## src/rtl/lram_pkg.sv

```systemverilog
// Shared types and helpers for the byte-enable LUT RAM with clear sweeper.
package lram_pkg;

    typedef enum logic {ST_CLEAR, ST_RUN} lram_state_t;

    localparam int LANE_W = 8;

    // Per-lane write-first merge: the incoming byte wins where its enable is set.
    function automatic logic [LANE_W-1:0] merge_be(input logic [LANE_W-1:0] old_b,
                                                   input logic [LANE_W-1:0] new_b,
                                                   input logic              be);
        return be ? new_b : old_b;
    endfunction

endpackage

```

## src/rtl/lram_lane.sv

```systemverilog
// One 8-bit byte lane of distributed RAM: synchronous write, asynchronous read.
module lram_lane
    import lram_pkg::*;
#(
    parameter int DEPTH  = 16,
    parameter int ADDR_W = $clog2(DEPTH)
) (
    input  logic              clk,
    input  logic              we,
    input  logic [ADDR_W-1:0] waddr,
    input  logic [LANE_W-1:0] wdata,
    input  logic [ADDR_W-1:0] raddr,
    output logic [LANE_W-1:0] rdata
);

    logic [LANE_W-1:0] mem [DEPTH];

    // No reset on the array so it still maps onto LUT RAM.
    always_ff @(posedge clk) begin
        if (we) begin
            mem[waddr] <= wdata;
        end
    end

    assign rdata = mem[raddr];

endmodule

```

## src/rtl/lram_be_clr.sv

```systemverilog
// Dual-port LUT RAM with byte enables, optional read register and a clear sweeper.
// Define LRAM_WR_BYPASS_EN for write-first same-address reads (read-first otherwise).
module lram_be_clr
    import lram_pkg::*;
#(
    parameter int                DATA_W  = 32,
    parameter int                DEPTH   = 16,
    parameter int                RD_REG  = 0,
    parameter logic [DATA_W-1:0] CLR_VAL = '0,
    localparam int               ADDR_W  = $clog2(DEPTH),
    localparam int               NLANES  = DATA_W / 8
) (
    input  logic              clk,
    input  logic              rstn,
    input  logic              i_clr,
    output logic              o_busy,
    input  logic              i_wren,
    input  logic [NLANES-1:0] i_wbe,
    input  logic [ADDR_W-1:0] i_waddr,
    input  logic [DATA_W-1:0] i_wdata,
    input  logic              i_rden,
    input  logic [ADDR_W-1:0] i_raddr,
    output logic [DATA_W-1:0] o_rdata,
    output logic              o_rvalid
);

    localparam logic [ADDR_W:0]   DEPTH_V   = (ADDR_W + 1)'(DEPTH);
    localparam logic [ADDR_W-1:0] LAST_ADDR = ADDR_W'(DEPTH - 1);

    lram_state_t       state, state_nxt;
    logic [ADDR_W-1:0] clr_cnt, clr_cnt_nxt;
    logic              busy;
    logic              wr_in_range, rd_in_range;
    logic              wr_ok, rd_acc;
    logic [NLANES-1:0] lane_we;
    logic [ADDR_W-1:0] lane_waddr;
    logic [DATA_W-1:0] lane_wdata;
    logic [DATA_W-1:0] mem_rdata;
    logic [DATA_W-1:0] rd_word;

    always_ff @(posedge clk or negedge rstn) begin
        if (!rstn) begin
            state   <= ST_CLEAR;
            clr_cnt <= '0;
        end else begin
            state   <= state_nxt;
            clr_cnt <= clr_cnt_nxt;
        end
    end

    always_comb begin
        state_nxt   = state;
        clr_cnt_nxt = clr_cnt;
        if (i_clr) begin
            state_nxt   = ST_CLEAR;
            clr_cnt_nxt = '0;
        end else if (state == ST_CLEAR) begin
            if (clr_cnt == LAST_ADDR) begin
                state_nxt   = ST_RUN;
                clr_cnt_nxt = '0;
            end else begin
                clr_cnt_nxt = clr_cnt + ADDR_W'(1);
            end
        end
    end

    assign busy        = (state == ST_CLEAR);
    assign o_busy      = busy;
    assign wr_in_range = ({1'b0, i_waddr} < DEPTH_V);
    assign rd_in_range = ({1'b0, i_raddr} < DEPTH_V);
    assign wr_ok       = ~busy & i_wren & wr_in_range;
    assign rd_acc      = i_rden & ~busy;

    // The sweeper owns the write port while busy; user writes are simply not routed.
    always_comb begin
        for (int k = 0; k < NLANES; k++) begin
            lane_we[k] = busy | (wr_ok & i_wbe[k]);
        end
        lane_waddr = busy ? clr_cnt : i_waddr;
        lane_wdata = busy ? CLR_VAL : i_wdata;
    end

    for (genvar g = 0; g < NLANES; g++) begin : g_lane
        lram_lane #(
            .DEPTH (DEPTH),
            .ADDR_W(ADDR_W)
        ) u_lane (
            .clk  (clk),
            .we   (lane_we[g]),
            .waddr(lane_waddr),
            .wdata(lane_wdata[g*LANE_W +: LANE_W]),
            .raddr(i_raddr),
            .rdata(mem_rdata[g*LANE_W +: LANE_W])
        );
    end

    always_comb begin
        rd_word = mem_rdata;
`ifdef LRAM_WR_BYPASS_EN
        if (wr_ok && (i_waddr == i_raddr)) begin
            for (int k = 0; k < NLANES; k++) begin
                rd_word[k*LANE_W +: LANE_W] = merge_be(mem_rdata[k*LANE_W +: LANE_W],
                                                       i_wdata[k*LANE_W +: LANE_W],
                                                       i_wbe[k]);
            end
        end
`endif
        if (!rd_in_range) begin
            rd_word = '0;
        end
    end

    // ---- read stage p1 (registered read) ----
    if (RD_REG != 0) begin : g_rd_reg
        logic [DATA_W-1:0] rdata_p1;
        logic              vld_p1;

        always_ff @(posedge clk or negedge rstn) begin
            if (!rstn) begin
                rdata_p1 <= '0;
                vld_p1   <= 1'b0;
            end else begin
                vld_p1 <= rd_acc;
                if (rd_acc) begin
                    rdata_p1 <= rd_word;
                end
            end
        end

        // A read accepted alongside a clear request must not qualify during the sweep.
        assign o_rdata  = rdata_p1;
        assign o_rvalid = vld_p1 & ~busy;
    end else begin : g_rd_comb
        assign o_rdata  = busy ? CLR_VAL : rd_word;
        assign o_rvalid = rd_acc;
    end

endmodule

```

## config.mk

```make
export PLATFORM = sky130hd
export DESIGN_NAME = lram_be_clr
export DESIGN_NICKNAME = d
export VERILOG_FILES = /design/src/rtl/lram_pkg.sv /design/src/rtl/lram_lane.sv /design/src/rtl/lram_be_clr.sv
export SDC_FILE = /design/constraint.sdc
export NUM_CORES = 1
export LEC_CHECK = 0
export CAP_MARGIN = 20
export CORE_ASPECT_RATIO = 1.25
export CORE_MARGIN = 5
export CORE_UTILIZATION = 54
export CTS_CLUSTER_SIZE = 16
export DETAILED_ROUTE_END_ITERATION = 12
export PLACE_DENSITY = 0.8
export SYNTH_ARGS = -nofsm -noshare
export SYNTH_HDL_FRONTEND = slang
export SYNTH_SLANG_ARGS = --single-unit
```

## constraint.sdc

```tcl
create_clock -name clk -period 3.1 [get_ports clk]
set_clock_uncertainty 0.2 [all_clocks]
set_input_delay 0.465 -clock clk [delete_from_list [all_inputs] [get_ports clk]]
set_output_delay 0.465 -clock clk [all_outputs]
set_load 0.1 [all_outputs]
```

==> impl_metrics.env, run 1 <==
export IMPL_outcome="completed"
export IMPL_die_w_um=184.9
export IMPL_vias=11390
export IMPL_worst_r2r_setup_slack_ns=0.60
export IMPL_setup_viol=0
export IMPL_grt_max_degree=51
export IMPL_die_h_um=228.6
export IMPL_slew_violations=0
export IMPL_peakVddDrop_uv=344.1
export IMPL_synth_most_common_cell="edfxtp_1"
export IMPL_cts_max_level=2
export IMPL_ys_seq_elements=517
export IMPL_cts_tree="built"
export IMPL_worstMarginPinSlew_ns=0.6347
export IMPL_syn_area_um2=20650
export IMPL_cts_root_buf="clkbuf_16"
export IMPL_ys_seq_area_share_pct=75.06
export IMPL_pwr_share_comb_pct=5.6
export IMPL_fin_nets=1422
export IMPL_synthCells=1205
export IMPL_top_level_ports=83
export IMPL_drtIter0Drc=1079
export IMPL_antenna_found_initial=0
export IMPL_clkPwrFrac_pct=38.5
export IMPL_power_density_nw_per_um2=567.3
export IMPL_numCtsBuffers=44
export IMPL_slew_headroom_pct=57.69
export IMPL_dr_pass1_iters=5
export IMPL_synth_largest_area_cell="edfxtp_1"
export IMPL_area_delta_synth_final_pct=19.03
export IMPL_fmax_mhz=327.8
export IMPL_place_area_um2=23120
export IMPL_synthArstFlopShare_pct=0.9671
export IMPL_max_cap_viol_count=0
export IMPL_coreArea_um2=38040
export IMPL_critPathMostFrequentCell="buf_4"
export IMPL_cpPeakStageDelay_ns=0.38
export IMPL_arrival_ns=2.39
export IMPL_p_switching_mw=2.789
export IMPL_worstPathRequired_ns=2.43
export IMPL_cp_max_fo=24
export IMPL_finalHoldViolCount=0
export IMPL_p_sw_share_pct=20.00
export IMPL_place_ws_ns=-0.09778
export IMPL_synth_top_cells_by_count="edfxtp_1, mux2i_1, a22oi_1"
export IMPL_p_seq_share_pct=55.9
export IMPL_p_leak_nw=8.938
export IMPL_fin_crit_sh_pct=98.41
export IMPL_synth_top_area_share_pct=74.45
export IMPL_grt_pass1_wl_um=68620
export IMPL_dieArea_um2=42280
export IMPL_cellInternalPower_mw=11.15
export IMPL_rows=80
export IMPL_min_path_cells=2
export IMPL_clock_latency_ns=0.56
export IMPL_synth_area_top_cells="edfxtp_1, mux2i_1, a22oi_1, nand2_1, nor2_1"
export IMPL_grt_pass1_vias=11690
export IMPL_worst_path_buf_inv=4
export IMPL_post_dp_hpwl_um=28400
export IMPL_drive_gt1_share_pct=17.93
export IMPL_timing_worst_setup_path_type="primary input to output pin"
export IMPL_synth_flop_cell="edfxtp_1"
export IMPL_syn_nets=1255
export IMPL_yosys_cell_types_count=32
export IMPL_rsz0062_at_grt="yes"
export IMPL_gp_congestion=0.8203
export IMPL_io_buffer_count=82
export IMPL_ant_nets=0
export IMPL_min_path_type="primary input to register"
export IMPL_clkSlewWorstSetupHoldPaths_ns=0.06
export IMPL_synth_area_per_cell_um2=17.14
export IMPL_grt_usage_pct=21.48
export IMPL_finalWorstSetupSlack_ns=0.04933
export IMPL_crit_path_top_delay_cell="dlygate4sd2_1"
export IMPL_crit_family="buffers and inverters"
export IMPL_n_antenna_cell=0
export IMPL_reg2reg_depth=6
export IMPL_wl_per_cell_um=24.01
export IMPL_initial_core_util_pct=54.29
export IMPL_viasPerCell=6.018
export IMPL_clock_sinks=517
export IMPL_synth_warnings=0
export IMPL_path_cells="dlygate4sd2_1 > buf_4 > and2_2 > buf_4 > a22oi_1 > nand2_1 > o22ai_2 > buf_12"
export IMPL_period_minus_slack_ns=3.051
export IMPL_path_depth=8
export IMPL_startpoint_type="primary input"
export IMPL_synth_edff_count=512
export IMPL_grt_overflow=0
export IMPL_drcViolationCount=0
export IMPL_wirelength_um=45430
export IMPL_clockBufferDepth=3
export IMPL_critPathCaptureType="output pin"
export IMPL_final_area_um2=24580
[timing repair]
action | 4_1_cts | 5_1_grt
gates resized for setup | 3 | 0
gates cloned | 1 | 0
hold buffers | 1 | 0
setup buffers | 1 | 1
pin swaps | 1 | 0
setup endpoints to repair | 28 | 8
hold endpoints to repair | 5 | 0
[layout make-up]
| type | instances | area [µm²] |
|---|---|---|
| clock buffer | 54 | 1160 |
| clock inverter | 20 | 232.7 |
| fill | 2474 | 13460 |
| inverter | 3 | 11.26 |
| multi-input combinational | 617 | 4907 |
| sequential | 517 | 15500 |
| tap | 492 | 615.6 |
| timing repair buffer | 189 | 2151 |
[metrics by stage]
step | power, mW | std cells | hold slack (ns) | utilization, % | TNS, ns
2_1_floorplan | 8.403 | 1205 | -0.03059 | - | 0
3_3_place_gp | 8.682 | 1812 | 0.4117 | 60.79 | -0.7943
3_5_place_dp | 8.710 | 1812 | 0.4251 | 60.79 | -1.803
4_1_cts | 14.00 | 1889 | 0.3527 | 64.55 | 0
5_1_grt | 14.35 | 1892 | 0.4020 | 64.63 | -0.06859
6_report | 13.94 | 1892 | 0.3746 | 64.63 | 0
[layout by cell type (no fill, tap or decap), types with 2 or more instances in the layout]
cell and instances:
mux2i_1 235, mux4_2 11, inv_1 2, nand2_1 72
clkdlybuf4s50_1 45, a21oi_1 8, clkbuf_16 45, inv_6 2
buf_12 48, clkinv_1 8, bufinv_16 5, o22ai_2 21
dfrtp_1 4, nor2b_4 2, dlygate4sd2_1 2, a22oi_1 106
o31ai_1 2, buf_4 91, nand3_1 3, o21ai_1 14
and2_1 34, clkinv_4 2, o21ai_2 11, edfxtp_1 512
nor2_1 68, or3_1 3, nand2b_1 3, a221oi_1 11
clkinv_2 2, clkbuf_1 9
[worst paths after layout]
check | from | to
worst max-delay path | i_raddr[1] | o_rdata[24]
worst min-delay path | i_clr | clr_cnt[2]
worst max register to register | state | g_lane[1].u_lane.mem[2][3]
worst min register to register | clr_cnt[3] | clr_cnt[3]
max in group asynchronous | rstn | state
min in group asynchronous | rstn | clr_cnt[2]
[cells by family (layout without fill, tap and decap cells)]
kind of cell    after synthesis  in the layout  share of synthesized area [%]
compound gates              177            177                          6.010
simple gates                191            192                          4.053
xor+xnor                      1              1                        0.04242
mux                         246            246                          12.59
buf+inv                      72            266                          2.187
fa+ha+maj                     1              1                        0.06058
flops                       517            517                          75.06
[routing by layer]
layer,global-route usage [%],wire length [µm],vias up
met5,0,0,-
met4,7.458,1484,0
met3,3.375,3225,101
met2,37.33,23930,513
met1,27.52,16780,5701
li1,-,-,5072
[power groups by stage]
stage                     logic [mW]  clock network [mW]  registers (mW)
after floorplan                0.475                   0            7.93
after global placement         0.752                   0            7.93
after detailed placement       0.768                   0            7.94
after CTS                      0.783                5.43            7.79
after global routing           0.833                5.72            7.80
final                          0.785                5.37            7.79
[sequential cells by signal (all words and copies together), names as in the netlist]
register / count
clr_cnt: 4
state: 1
g_lane.u_lane.mem: 512
Note: power is estimated with default switching activity, not from simulation.
==> run 2, diff against run 1 <==
--- a/config.mk
+++ b/config.mk
@@ -5,7 +5,7 @@
 export SDC_FILE = /design/constraint.sdc
 export NUM_CORES = 1
 export LEC_CHECK = 0
-export CAP_MARGIN = 20
+export ABC_AREA = 1
 export CORE_ASPECT_RATIO = 1.25
 export CORE_MARGIN = 5
 export CORE_UTILIZATION = 54
==> impl_metrics.env, run 2 <==
export IMPL_outcome="completed"
export IMPL_die_h_um=237.7
export IMPL_initial_core_util_pct=54.62
export IMPL_synthArstFlopShare_pct=0.9671
export IMPL_setup_viol=0
export IMPL_viasPerCell=5.410
export IMPL_hold_slack_ns=0.3102
export IMPL_syn_nets=2255
export IMPL_cpPeakStageDelay_ns=0.53
export IMPL_slew_headroom_pct=41.98
export IMPL_syn_area_um2=22410
export IMPL_area_delta_synth_final_pct=16.76
export IMPL_place_area_um2=24520
export IMPL_finalHoldViolCount=0
export IMPL_drtIter0Drc=1664
export IMPL_largest_reg_flops=512
export IMPL_top_level_ports=83
export IMPL_post_dp_hpwl_um=32830
export IMPL_final_common_cell="nand2_1"
export IMPL_finalWorstSetupSlack_ns=0.1914
export IMPL_cts_tree="built"
export IMPL_place_ws_ns=0.1900
export IMPL_r2r_start="state"
export IMPL_peakVddDrop_uv=500.2
export IMPL_worstPathRequired_ns=2.43
export IMPL_crit_family="buffers and inverters"
export IMPL_synth_top_cells_by_count="nand2_1, edfxtp_1, nand3_1"
export IMPL_grt_pass1_vias=15440
export IMPL_finalPower_mw=14.78
export IMPL_drive_gt1_share_pct=9.266
export IMPL_io_buffer_count=82
export IMPL_rsz0062_at_grt="no"
export IMPL_crit_path_top_delay_cell="dfrtp_2"
export IMPL_place_inst=2796
export IMPL_path_cells="inv_2 > buf_4 > a21oi_1 > buf_12"
export IMPL_fin_crit_sh_pct=93.83
export IMPL_slew_violations=0
export IMPL_coreArea_um2=41020
export IMPL_gp_congestion=0.8420
export IMPL_grt_pass1_wl_um=82970
export IMPL_cts_root_buf="clkbuf_16"
export IMPL_drcViolationCount=0
export IMPL_fin_cells=2883
export IMPL_p_leak_nw=11.28
export IMPL_largest_registers="g_lane.u_lane.mem x512, clr_cnt x4, state x1"
export IMPL_timing_worst_setup_path_type="register to output pin"
export IMPL_synthCells=2205
export IMPL_critPathCaptureType="output pin"
export IMPL_synth_edff_count=512
export IMPL_wl_per_cell_um=18.41
export IMPL_grt_overflow=0
export IMPL_synth_flop_cell="edfxtp_1"
export IMPL_min_from="i_clr"
export IMPL_fin_nets=2344
export IMPL_grt_usage_pct=23.30
export IMPL_rows=83
export IMPL_fmax_mhz=343.8
export IMPL_max_cap_viol_count=0
export IMPL_ys_seq_elements=517
export IMPL_synth_area_per_cell_um2=10.16
export IMPL_synth_most_common_cell="nand2_1"
export IMPL_worstMarginPinSlew_ns=0.8702
export IMPL_synth_top_area_share_pct=68.62
export IMPL_yosys_cell_types_count=23
export IMPL_clock_sinks=517
export IMPL_synth_largest_area_cell="edfxtp_1"
export IMPL_grt_max_degree=96
export IMPL_power_density_nw_per_um2=564.8
export IMPL_ant_nets=0
export IMPL_cts_max_level=2
export IMPL_wirelength_um=53090
export IMPL_crit_path_start="state"
export IMPL_dr_pass1_iters=8
export IMPL_n_antenna_cell=0
export IMPL_dieArea_um2=45690
export IMPL_arrival_ns=2.24
export IMPL_synth_warnings=0
export IMPL_regMostFlops="g_lane.u_lane.mem"
export IMPL_antenna_found_initial=0
export IMPL_vias=15600
export IMPL_clockBufferDepth=3
export IMPL_ys_seq_area_share_pct=69.18
export IMPL_die_w_um=192.2
export IMPL_period_minus_slack_ns=2.909
export IMPL_min_path_type="primary input to register"
export IMPL_clkSlewWorstSetupHoldPaths_ns=0.06
export IMPL_synth_area_top_cells="edfxtp_1, nand2_1, nand3_1, inv_1, nor2_1"
export IMPL_final_area_um2=26160
export IMPL_final_cell_mix="nand2_1, edfxtp_1, nand3_1"
export IMPL_startpoint_type="register"
export IMPL_cp_max_fo=14
export IMPL_worst_path_buf_inv=3
export IMPL_numCtsBuffers=47
export IMPL_clock_latency_ns=0.56
## run 2: cell count changes in the layout (fill, tap and decap cells not counted), moves of 8 or more
| cell | delta |
|---|---|
| o21ai_1 | -14 |
| nand3_1 | +321 |
| a221oi_1 | -11 |
| mux4_2 | -11 |
| buf_4 | -27 |
| nand2_1 | +752 |
| mux2i_1 | -235 |
| a22oi_1 | -106 |
| o21ai_2 | -9 |
| and2_1 | -34 |
| o22ai_2 | -21 |
| a21oi_2 | +21 |
| a21oi_1 | +8 |
| inv_1 | +290 |
## run 2: kinds of logic after synthesis
family,share of synthesized area [%]
buffers and inverters,7.304
flip-flops,69.18
XOR/XNOR,0.03910
adder cells (fa/ha/maj),0.05583
AO/OA/AOI/OAI,1.005
AND/OR/NAND/NOR,22.42
## run 2: per-layer routing
metal / global-route usage (%) / routed length, µm / vias up
li1: - / - / 7324
met1: 28.95 / 19610 / 7369
met2: 40.54 / 27240 / 749
met3: 4.245 / 4120 / 156
met4: 9.079 / 2116 / 0
met5: 0 / 0 / -
## run 2: metrics by stage
stage / TNS (ns) / util (%)
after detailed placement: 0 / 59.77
after global placement: 0 / 59.77
after global routing: 0 / 63.78
after CTS: 0 / 63.78
after floorplan: -6.120 / -
final: 0 / 63.78
## run 2: final cells by class
class | count | area (µm²)
flip-flops and latches | 517 | 15500
fillers | 2908 | 14860
multi-input cells | 1270 | 5345
repair buffers | 157 | 1853
clock buffers | 56 | 1252
inverters | 301 | 1137
well taps | 552 | 690.7
clock inverters | 30 | 381.6
## run 2: report_power, final
part,internal [mW],switching (mW)
Clock,3.63,2.47
Combinational,0.296,0.605
Sequential,7.74,0.0362
## run 2: final timing paths
kind                       depth (start not counted)  slack, ns                          end
setup / recovery                                   4       0.19                  o_rdata[27]
setup reg to reg                                   6       0.23  g_lane[3].u_lane.mem[11][6]
hold reg to reg                                    2       0.40                   clr_cnt[0]
hold / removal                                     2       0.31                        state
min in group asynchronous                          2       0.48                   clr_cnt[3]
max in group asynchronous                          2       2.00                        state
## run 2: timing repair
item,in CTS,in global routing
setup buffers,0,0
hold buffers,1,0
hold endpoints to repair,5,0
gates resized for setup,0,0
## run 2: worst reg2reg max path: stages, from the launching register on
cell and delay, ns:
dfrtp_2 0.51, inv_2 0.29, or2_1 0.17, o21ai_2 0.10, nor2_1 0.26, nand2_1 0.26, nor2_1 0.71
